==> config.mk <==
export PLATFORM = sky130hd
export DESIGN_NAME = clk_en_scheduler
export DESIGN_NICKNAME = d
export VERILOG_FILES = /design/src/rtl/clk_sched_pkg.sv /design/src/rtl/clk_en_chan.sv /design/src/rtl/clk_en_scheduler.sv
export SDC_FILE = /design/constraint.sdc
export NUM_CORES = 1
export LEC_CHECK = 0
export CAP_MARGIN = 20
export CORE_AREA = 2 2 257 132
export CTS_CLUSTER_DIAMETER = 200
export DETAILED_ROUTE_END_ITERATION = 10
export DIE_AREA = 0 0 259 134
export PLACE_DENSITY_LB_ADDON = 0.08
export SETUP_SLACK_MARGIN = 0.1
export SKIP_LAST_GASP = 1
export SLEW_MARGIN = 20
export SYNTH_ARGS = -nofsm -noshare
export SYNTH_HDL_FRONTEND = slang
export SYNTH_HIERARCHICAL = 1
export SYNTH_SLANG_ARGS = --single-unit
==> constraint.sdc <==
create_clock -name clk -period 4.94 [get_ports clk]
set_clock_uncertainty 0.2 [all_clocks]
set_input_delay 0.988 -clock clk [delete_from_list [all_inputs] [get_ports clk]]
set_output_delay 0.988 -clock clk [all_outputs]
set_load 0.1 [all_outputs]
==> src/rtl/clk_sched_pkg.sv <==
// Shared types and constants for the clock-enable scheduler.
// Provides the run/stop state encoding and the per-channel power-on divide value.
package clk_sched_pkg;

  typedef enum logic [1:0] {
    IDLE = 2'd0,
    RUN  = 2'd1,
    STOP = 2'd2
  } sched_state_e;

  localparam int DEF_NCH  = 4;
  localparam int DEF_CNTW = 16;

  // Channel i powers up dividing by 2^i, giving clk/2, /4, /8, ... on phase.
  function automatic logic [31:0] reset_div(input int idx);
    return 32'd1 << idx;
  endfunction

endpackage

==> src/rtl/clk_en_chan.sv <==
// One scheduler channel: divide register, period counter, tick/phase flops and freeze logic.
// A channel counts while running, or while stopping with its phase still high.
module clk_en_chan
  import clk_sched_pkg::*;
#(
  parameter int              CNTW    = DEF_CNTW,
  parameter logic [CNTW-1:0] RST_DIV = CNTW'(1)
) (
  input  logic            clk,
  input  logic            reset,
  input  logic            run,
  input  logic            stop_req,
  input  logic            load,
  input  logic [CNTW-1:0] load_div,
  output logic            boundary,
  output logic            frozen,
  output logic            tick,
  output logic            phase
);

  logic [CNTW-1:0] cnt_q, cnt_d;
  logic [CNTW-1:0] div_q, div_d;
  logic            tick_q, tick_d;
  logic            phase_q, phase_d;
  logic            div_off;
  logic            active;

  always_comb begin
    div_off  = (div_q == '0);
    boundary = !div_off && (cnt_q == div_q - CNTW'(1));
    // Off channels count as frozen so a pending write to them lands at once.
    frozen   = div_off || (stop_req && !phase_q);
    active   = !div_off && (run || (stop_req && phase_q));

    div_d   = div_q;
    cnt_d   = '0;
    tick_d  = 1'b0;
    phase_d = 1'b0;

    if (active) begin
      cnt_d   = boundary ? '0 : cnt_q + CNTW'(1);
      tick_d  = boundary;
      phase_d = phase_q ^ boundary;
    end

    // A load at a boundary keeps that boundary's tick; only a zero divide kills it.
    if (load) begin
      div_d = load_div;
      cnt_d = '0;
      if (load_div == '0) begin
        tick_d  = 1'b0;
        phase_d = 1'b0;
      end
    end
  end

  always_ff @(posedge clk or posedge reset) begin
    if (reset) begin
      cnt_q   <= '0;
      div_q   <= RST_DIV;
      tick_q  <= 1'b0;
      phase_q <= 1'b0;
    end else begin
      cnt_q   <= cnt_d;
      div_q   <= div_d;
      tick_q  <= tick_d;
      phase_q <= phase_d;
    end
  end

  assign tick  = tick_q;
  assign phase = phase_q;

endmodule

==> src/rtl/clk_en_scheduler.sv <==
// Clock-enable scheduler top: run/stop FSM, single-entry config slot and per-channel apply.
// All derived rates are tick strobes and phase levels in the clk domain.
module clk_en_scheduler
  import clk_sched_pkg::*;
#(
  parameter int NCH  = DEF_NCH,
  parameter int CNTW = DEF_CNTW,
  parameter int CHW  = 2
) (
  input  logic            clk,
  input  logic            reset,
  input  logic            enable,
  input  logic            cfg_valid,
  output logic            cfg_ready,
  input  logic [CHW-1:0]  cfg_ch,
  input  logic [CNTW-1:0] cfg_div,
  output logic [NCH-1:0]  tick,
  output logic [NCH-1:0]  phase,
  output logic            busy
);

  sched_state_e    state_q, state_d;
  logic            pend_q, pend_d;
  logic [CHW-1:0]  pend_ch_q, pend_ch_d;
  logic [CNTW-1:0] pend_div_q, pend_div_d;

  logic [NCH-1:0]  boundary;
  logic [NCH-1:0]  frozen;
  logic [NCH-1:0]  load;
  logic            cfg_fire;
  logic            pend_bad;
  logic            run;
  logic            stop_req;

  assign run       = (state_q == RUN);
  assign stop_req  = (state_q == STOP);
  assign cfg_ready = !pend_q;
  assign cfg_fire  = cfg_valid && cfg_ready;
  assign pend_bad  = pend_q && (int'(pend_ch_q) >= NCH);
  assign busy      = (state_q != IDLE) || pend_q;

  always_comb begin
    state_d = state_q;
    unique case (state_q)
      IDLE: if (enable) state_d = RUN;
      RUN:  if (!enable) state_d = STOP;
      STOP: begin
        if (enable) begin
          state_d = RUN;
        end else if (&frozen) begin
          state_d = IDLE;
        end
      end
      default: state_d = IDLE;
    endcase
  end

  // The slot frees when its channel takes the value or the target does not exist.
  always_comb begin
    pend_d     = pend_q;
    pend_ch_d  = pend_ch_q;
    pend_div_d = pend_div_q;
    if (pend_q && ((|load) || pend_bad)) begin
      pend_d = 1'b0;
    end
    if (cfg_fire) begin
      pend_d     = 1'b1;
      pend_ch_d  = cfg_ch;
      pend_div_d = cfg_div;
    end
  end

  always_ff @(posedge clk or posedge reset) begin
    if (reset) begin
      state_q    <= IDLE;
      pend_q     <= 1'b0;
      pend_ch_q  <= '0;
      pend_div_q <= '0;
    end else begin
      state_q    <= state_d;
      pend_q     <= pend_d;
      pend_ch_q  <= pend_ch_d;
      pend_div_q <= pend_div_d;
    end
  end

  for (genvar gi = 0; gi < NCH; gi++) begin : g_chan
    assign load[gi] = pend_q && (pend_ch_q == CHW'(gi)) &&
                      (boundary[gi] || frozen[gi] || (state_q == IDLE));

    clk_en_chan #(
      .CNTW    (CNTW),
      .RST_DIV (CNTW'(reset_div(gi)))
    ) u_chan (
      .clk      (clk),
      .reset    (reset),
      .run      (run),
      .stop_req (stop_req),
      .load     (load[gi]),
      .load_div (pend_div_q),
      .boundary (boundary[gi]),
      .frozen   (frozen[gi]),
      .tick     (tick[gi]),
      .phase    (phase[gi])
    );
  end

endmodule

==> Word-level counts from Yosys, hierarchy flattened <==
Cells that the tools add are included.
{ "totals": {"register_bits": 157, "latchBits": 0, "ram_bits": 0, "romBits": 0, "input_bits": 22, "out_inout_bits": 10, "elab_cells": 151, "n_memories": 0} }
{ "op_classes": {"add_sub_neg": 8, "mul": 0, "div": 0, "magnitude_cmp": 0, "eq_ne": 12, "shifts": 0, "n_mux": 43, "n_bitwise": 4, "n_reduce_logical": 64} }
{ "op_table": {"columns": ["cell", "n"], "rows": [
  ["$mux W16", 12],
  ["$logic_not A16 Y1", 5],
  ["$add A16 B1 Y16 const B", 4],
  ["$eq A16 B16 Y1", 4],
  ["$sub A16 B1 Y16 const B", 4],
  ["$logic_and A1 B1 Y1", 26],
  ["$mux W1", 26],
  ["$logic_or A1 B1 Y1", 17],
  ["$logic_not A1 Y1", 9],
  ["$mux W2", 4],
  ["$eq A2 B2 Y1 const B", 3],
  ["$pmux W2 S3", 1],
  ["$eq A2 B1 Y1 const B", 2],
  ["$logic_not A2 Y1", 2],
  ["$ne A2 B2 Y1 const B", 2],
  ["$reduce_and A4 Y1", 1],
  ["$reduce_bool A2 Y1", 2],
  ["$reduce_or A4 Y1", 1],
  ["$xor A1 B1 Y1", 4],
  ["$ne A3 B3 Y1 const B", 1],
  ["$reduce_and A3 Y1", 1]
]} }

==> Longest topological paths before layout <==
{ "depth": {"ltp_word": 10, "ltp_mapped": 15, "mapped_depth_nobuf": 15} }

==> Modules after synthesis <==
Netlist, hierarchy kept.
{ "by_module_without_submodules": {"columns": ["mod", "instances", "cells_per_inst", "area_each_um2", "seq_area_each_um2"], "rows": [
  ["clk_en_chan at g_chan[0].u_chan ...", 3, 207, 2088.3, 852.1],
  ["clk_en_chan at g_chan[3].u_chan", 1, 212, 2142.1, 852.1],
  ["clk_en_scheduler", 1, 64, 893.4, 525.5]
]} }

==> Worst setup path after synthesis <==
OpenSTA, ideal clock, no wires.
{ "synth_timing": {"path_type": "reg-to-reg", "startpoint": "register g_chan[3].u_chan.div_q[0]", "endpoint": "register g_chan[3].u_chan.div_q[11]", "setup_ns": 0.125, "arrival_time_ns": 4.030, "t_required_ns": 4.615, "path_slack_ns": 0.585, "path_stages_with_launch": 15, "n_path_buf": 3, "synth_period_minus_slack_ns": 4.355, "cell_sequence": "dfrtp_1 > inv_1 > ha_1 > or4b_2 > nor4_1 > xnor2_1 > o211ai_1 > or4_4 > or2_4 > inv_6 > buf_12 > o31a_1 > clkbuf_1 > clkbuf_1 > mux2_2"} }
{ "synth_via": {"elab_chain_cells": 6, "elab_cells_between_ends": 9, "cone_classes": "add/sub: 1; eq/ne: 1; reduce/logical: 7"} }
{ "synth_rtl": {"columns": ["item", "line", "text"], "rows": [
  ["from (decl)", "clk_en_chan.sv:22", "logic [CNTW-1:0] div_q, div_d;"],
  ["from (signal assigned)", "clk_en_chan.sv:65", "div_q <= div_d;"],
  ["$sub A16 B1 Y16 or $logic_not A16 Y1 (tied branches)", "clk_en_chan.sv:30, clk_en_chan.sv:29", null],
  ["$eq A16 B16 Y1 or $logic_not A1 Y1 (tied branches)", "clk_en_chan.sv:30", "boundary = !div_off && (cnt_q == div_q - CNTW'(1));"],
  ["$logic_and A1 B1 Y1 *", "clk_en_chan.sv:30", null],
  ["named net boundary[3]", "clk_en_scheduler.sv:27", "logic [NCH-1:0] boundary;"],
  ["$logic_or A1 B1 Y1 * (2 in a row)", "clk_en_scheduler.sv:89", "(boundary[gi] || frozen[gi] || (state_q == IDLE));"],
  ["$logic_and A1 B1 Y1 *", "clk_en_scheduler.sv:88", "assign load[gi] = pend_q && (pend_ch_q == CHW'(gi)) &&"],
  ["named net load[3]", "clk_en_scheduler.sv:29", "logic [NCH-1:0] load;"]
]} }
The timed path passes the listed nets; every way through them passes the cells marked *.
A chain may end at the register's enable or synchronous reset.

==> Worst setup path after layout <==
{ "layout_timing": {"startpoint": "register g_chan[3].u_chan.div_q[0]", "endpoint": "register g_chan[3].u_chan.phase_q"} }
{ "layout_via": {"elab_chain_cells": 7, "elab_cells_between_ends": 14, "cone_classes": "add/sub: 1; eq/ne: 1; mux: 3; bitwise: 1; reduce/logical: 8"} }
{ "layout_rtl": {"columns": ["item", "line", "text"], "rows": [
  ["$sub A16 B1 Y16 or $logic_not A16 Y1 (tied branches)", "clk_en_chan.sv:30, clk_en_chan.sv:29", null],
  ["$eq A16 B16 Y1 or $logic_not A1 Y1 (tied branches)", "clk_en_chan.sv:30", null],
  ["$logic_and A1 B1 Y1 *", "clk_en_chan.sv:30", null],
  ["named net boundary[3]", "clk_en_scheduler.sv:27", null],
  ["$logic_or A1 B1 Y1 * (2 in a row)", "clk_en_scheduler.sv:89", null],
  ["$logic_and A1 B1 Y1 *", "clk_en_scheduler.sv:88", null],
  ["named net load[3]", "clk_en_scheduler.sv:29", null],
  ["$mux W1 *", "clk_en_chan.sv:47", "if (load) begin"],
  ["named net g_chan[3].u_chan.phase_d", "clk_en_chan.sv:24", "logic phase_q, phase_d;"],
  ["to (signal assigned)", "clk_en_chan.sv:67", "phase_q <= phase_d;"],
  ["to (decl)", "clk_en_chan.sv:24", null]
]} }
Marked as above.

==> impl_metrics.tcl <==
set metrics [dict create \
    synthDistinctLibCells 69 \
    grt_first_pass_wirelength_mm 43.0 \
    drt_wl_total_mm 27.2 \
    insertion_delay_ns 0.45 \
    synth_edf_count 0 \
    final-setup-viol-count 0 \
    area_inside_the_core_boundary_um2 32500 \
    antenna-diode-count 0 \
    async_reset_ff_share_pct 100 \
    vias_per_cell 5.08 \
    critical_path.startpoint "g_chan[3].u_chan/div_q[0]$_DFFE_PP0P_" \
    timing.final.crit_period_ns 4.40 \
    detailedRoute.firstPassIterationCount 6 \
    gr-usage-all-layers_pct 16.4 \
    power.density_cell_area_nw_per_um2 534 \
    multi_input_area_um2 5110 \
    critical_path.endpoint_type "flop" \
    netlist_instances 897 \
    worst-slew-pin-transition_ns 1.07 \
    post_cts.resized_instances 0 \
    final_min_period_over_clock_period_pct 89.2 \
    synth.area.top_cells "sky130_fd_sc_hd__dfrtp_1 41%, sky130_fd_sc_hd__mux2_2 7.6%, sky130_fd_sc_hd__xor2_1 6.4%" \
    peakVddDrop_v 0.000242 \
    pin_count 32 \
    reg2reg_setup_slack_ns 0.54 \
    io_buffer_count 31 \
    cts_max_level 4 \
    drc 0 \
    route.vias.total 7040 \
    yosys.cell_count.top_type "sky130_fd_sc_hd__dfrtp_1" \
    initial_utilization_pct 28.6 \
    max_clock_freq_mhz 227 \
    drt_iter0_drc 653 \
    crit_type "reg2reg" \
    worst-r2r-cell-count 14 \
    unrepaired_setup_endpoints_after_global_routing "false" \
    critical_path_required_ns 5.05 \
    clkTransAtPathRegs_ns 0.07 \
    critical_path.reg2reg.endpoint "g_chan[3].u_chan/phase$_DFF_PP0_" \
    netlist.area_leader.share_pct 41.2 \
    outcome "finished clean" \
    critical_path.endpoint "g_chan[3].u_chan/phase$_DFF_PP0_" \
    number_of_antenna_violations_at_the_first_check_in_global_routing 1 \
    synth.cells.most_frequent "153 x sky130_fd_sc_hd__dfrtp_1, 79 x sky130_fd_sc_hd__nor3_1, 68 x sky130_fd_sc_hd__xor2_1" \
    timing.critical_path.fanout_max 17 \
    max_slew_margin_pct 28.6 \
    worst_r2r_startpoint "g_chan[3].u_chan/div_q[0]$_DFFE_PP0P_" \
    tritoncts "yes" \
    layout.area.seq_um2 3930 \
    synthesis.nets 931 \
    number_of_violations_of_the_max_capacitance_limit 0 \
    hold_path_class "reg2reg" \
    detail-route-antenna-nets 0 \
    first_global_vias 6761 \
    areaGrowthSynthToFinish_pct 15.1 \
    synth_top_flop_cell "sky130_fd_sc_hd__dfrtp_1" \
    globalRouteOverflowTotal 0 \
    dpl_cell_area_um2 10100 \
    setup_total_negative_slack_ns 0 \
    arrival_ns 4.51 \
    cts_setup_buffers 0 \
    power_leakage_nw 4.17 \
    buffer_cell_driving_the_clock_tree_root "sky130_fd_sc_hd__clkbuf_16" \
    gp_congestion 0.793 \
    yosysWarningCount 6 \
    synth_largest_area_cell "sky130_fd_sc_hd__dfrtp_1" \
    die_area_um2 34700 \
    syn_area_um2 9300 \
    cts-root-to-sink-buffers 2 \
    hold_buffers 0 \
    slew_violations 0 \
    die_span_in_x_um 259 \
    final_hold_viol_count 0 \
    layout_cell_area_excl_fill_um2 10700 \
    floorplan.die.height_um 134 \
    dpl.hpwl_mm 19.9 \
    yosysSeqAreaShare_pct 42.3 \
    grt_start_max_net_pins 35 \
    clock_sinks 157 \
    core.rowCount 47 \
    critPathLaunchType "flop" \
    post_synth.cell_area_avg_um2 10.4 \
    ys_seq_elements 157 \
    drive_gt1_share_pct 16.7 \
    final_core_util_pct 32.9 \
    post_drt_wl_per_cell_um 19.6 \
    cts-buffers-inserted 17 \
    fillerInstances 3337 \
    design.final.nets 965 \
]
[power breakdown]
part / switching [mW] / total [mW] / internal, mW / leakage (nW)
combinational: 1.01 / 1.95 / 0.939 / 1.89
sequential: 0.824 / 2.47 / 1.65 / 2.02
clock: 0.601 / 1.30 / 0.699 / 0.262
total: 2.43 / 5.72 / 3.29 / 4.17
[cells by family after synthesis]
family | synth area share [%]
mux | 9.16
fa+ha+maj | 1.61
xor+xnor | 12.0
buf+inv | 3.01
simple gates | 23.6
compound gates | 8.39
flops | 42.3
[metrics by stage]
stage / power, mW / worst slack [ns] / std cells / hold slack, ns
3_3_place_gp: 4.44 / 0.605 / 1351 / 0.303
3_5_place_dp: 4.41 / 0.576 / 1351 / 0.305
4_1_cts: 5.74 / 0.544 / 1383 / 0.314
2_1_floorplan: 3.65 / 0.585 / 897 / 0.281
5_1_grt: 6.11 / 0.110 / 1385 / 0.358
6_report: 5.72 / 0.536 / 1385 / 0.315
[area by class of cell]
cell class | count | area share (%)
inverter | 25 | 0.923
clock buffer | 17 | 3.97
tap | 441 | 5.15
timing repair buffer | 48 | 4.16
clock inverter | 15 | 1.33
multi-input combinational | 682 | 47.7
sequential | 157 | 36.8
[flip-flops by register name, indices dropped and copies added (netlist names)]
signal	flops
g_chan.u_chan/cnt_q	64
g_chan.u_chan/div_q	64
g_chan.u_chan/phase	4
g_chan.u_chan/tick	4
pend_ch_q	2
pend_div_q	16
pend_q	1
state_q	2
[worst max-delay path, stage by stage, from the launching register on]
cell,delay [ns]
sky130_fd_sc_hd__dfrtp_1,0.43
sky130_fd_sc_hd__inv_1,0.12
sky130_fd_sc_hd__ha_1,0.22
sky130_fd_sc_hd__or4b_2,0.60
sky130_fd_sc_hd__nor4_1,0.40
sky130_fd_sc_hd__xnor2_1,0.18
sky130_fd_sc_hd__o211ai_1,0.10
sky130_fd_sc_hd__or4_4,0.55
sky130_fd_sc_hd__or2_4,0.27
sky130_fd_sc_hd__inv_6,0.16
sky130_fd_sc_hd__o31a_1,0.18
sky130_fd_sc_hd__nor4b_1,0.23
sky130_fd_sc_hd__nand4_1,0.14
sky130_fd_sc_hd__o41ai_1,0.39
sky130_fd_sc_hd__a21oi_1,0.09
[worst min-delay path by stage]
stage | from | to | slack (ns) | cells after the start
after detailed placement | state_q[0]$_DFFE_PP0P_ | state_q[0]$_DFFE_PP0P_ | 0.30 | 1
final | state_q[0]$_DFFE_PP0P_ | state_q[0]$_DFFE_PP0P_ | 0.31 | 1
after global routing | state_q[1]$_DFFE_PP0P_ | state_q[0]$_DFFE_PP0P_ | 0.36 | 1
after CTS | state_q[0]$_DFFE_PP0P_ | state_q[0]$_DFFE_PP0P_ | 0.31 | 1
after floorplan | state_q[1]$_DFFE_PP0P_ | state_q[0]$_DFFE_PP0P_ | 0.28 | 1
after global placement | state_q[0]$_DFFE_PP0P_ | state_q[0]$_DFFE_PP0P_ | 0.30 | 1
[placed cells by master, fill, tap and decap left out, types with 7 or more instances in the layout]
cell	count
sky130_fd_sc_hd__inv_1	24
sky130_fd_sc_hd__mux2_1	10
sky130_fd_sc_hd__nor3_1	78
sky130_fd_sc_hd__nand3_1	33
sky130_fd_sc_hd__xnor2_1	59
sky130_fd_sc_hd__dfrtp_1	153
sky130_fd_sc_hd__nor4_1	26
sky130_fd_sc_hd__mux2_2	63
sky130_fd_sc_hd__buf_4	15
sky130_fd_sc_hd__nand4_1	12
sky130_fd_sc_hd__nor2_1	22
sky130_fd_sc_hd__xor2_1	68
sky130_fd_sc_hd__a21oi_1	21
sky130_fd_sc_hd__and3_1	29
sky130_fd_sc_hd__o21ai_0	28
sky130_fd_sc_hd__or2_2	9
sky130_fd_sc_hd__nor4b_1	13
sky130_fd_sc_hd__clkdlybuf4s50_1	31
sky130_fd_sc_hd__ha_1	12
sky130_fd_sc_hd__or3_1	14
sky130_fd_sc_hd__nor2b_1	11
sky130_fd_sc_hd__nor3_2	10
sky130_fd_sc_hd__nand2_1	41
sky130_fd_sc_hd__clkbuf_16	17
sky130_fd_sc_hd__and4_1	10
sky130_fd_sc_hd__o211ai_1	7
[routing by layer]
| layer | share of wire, % | global-route usage (%) | vias up |
|---|---|---|---|
| met3 | 4.3 | 3.57 | 13 |
| met2 | 37 | 20.1 | 131 |
| met5 | 0 | 0 | - |
| li1 | - | - | 3380 |
| met1 | 58 | 27.7 | 3516 |
| met4 | 0.72 | 3.60 | 0 |
No activity file was read; power rests on OpenSTA's default activity.
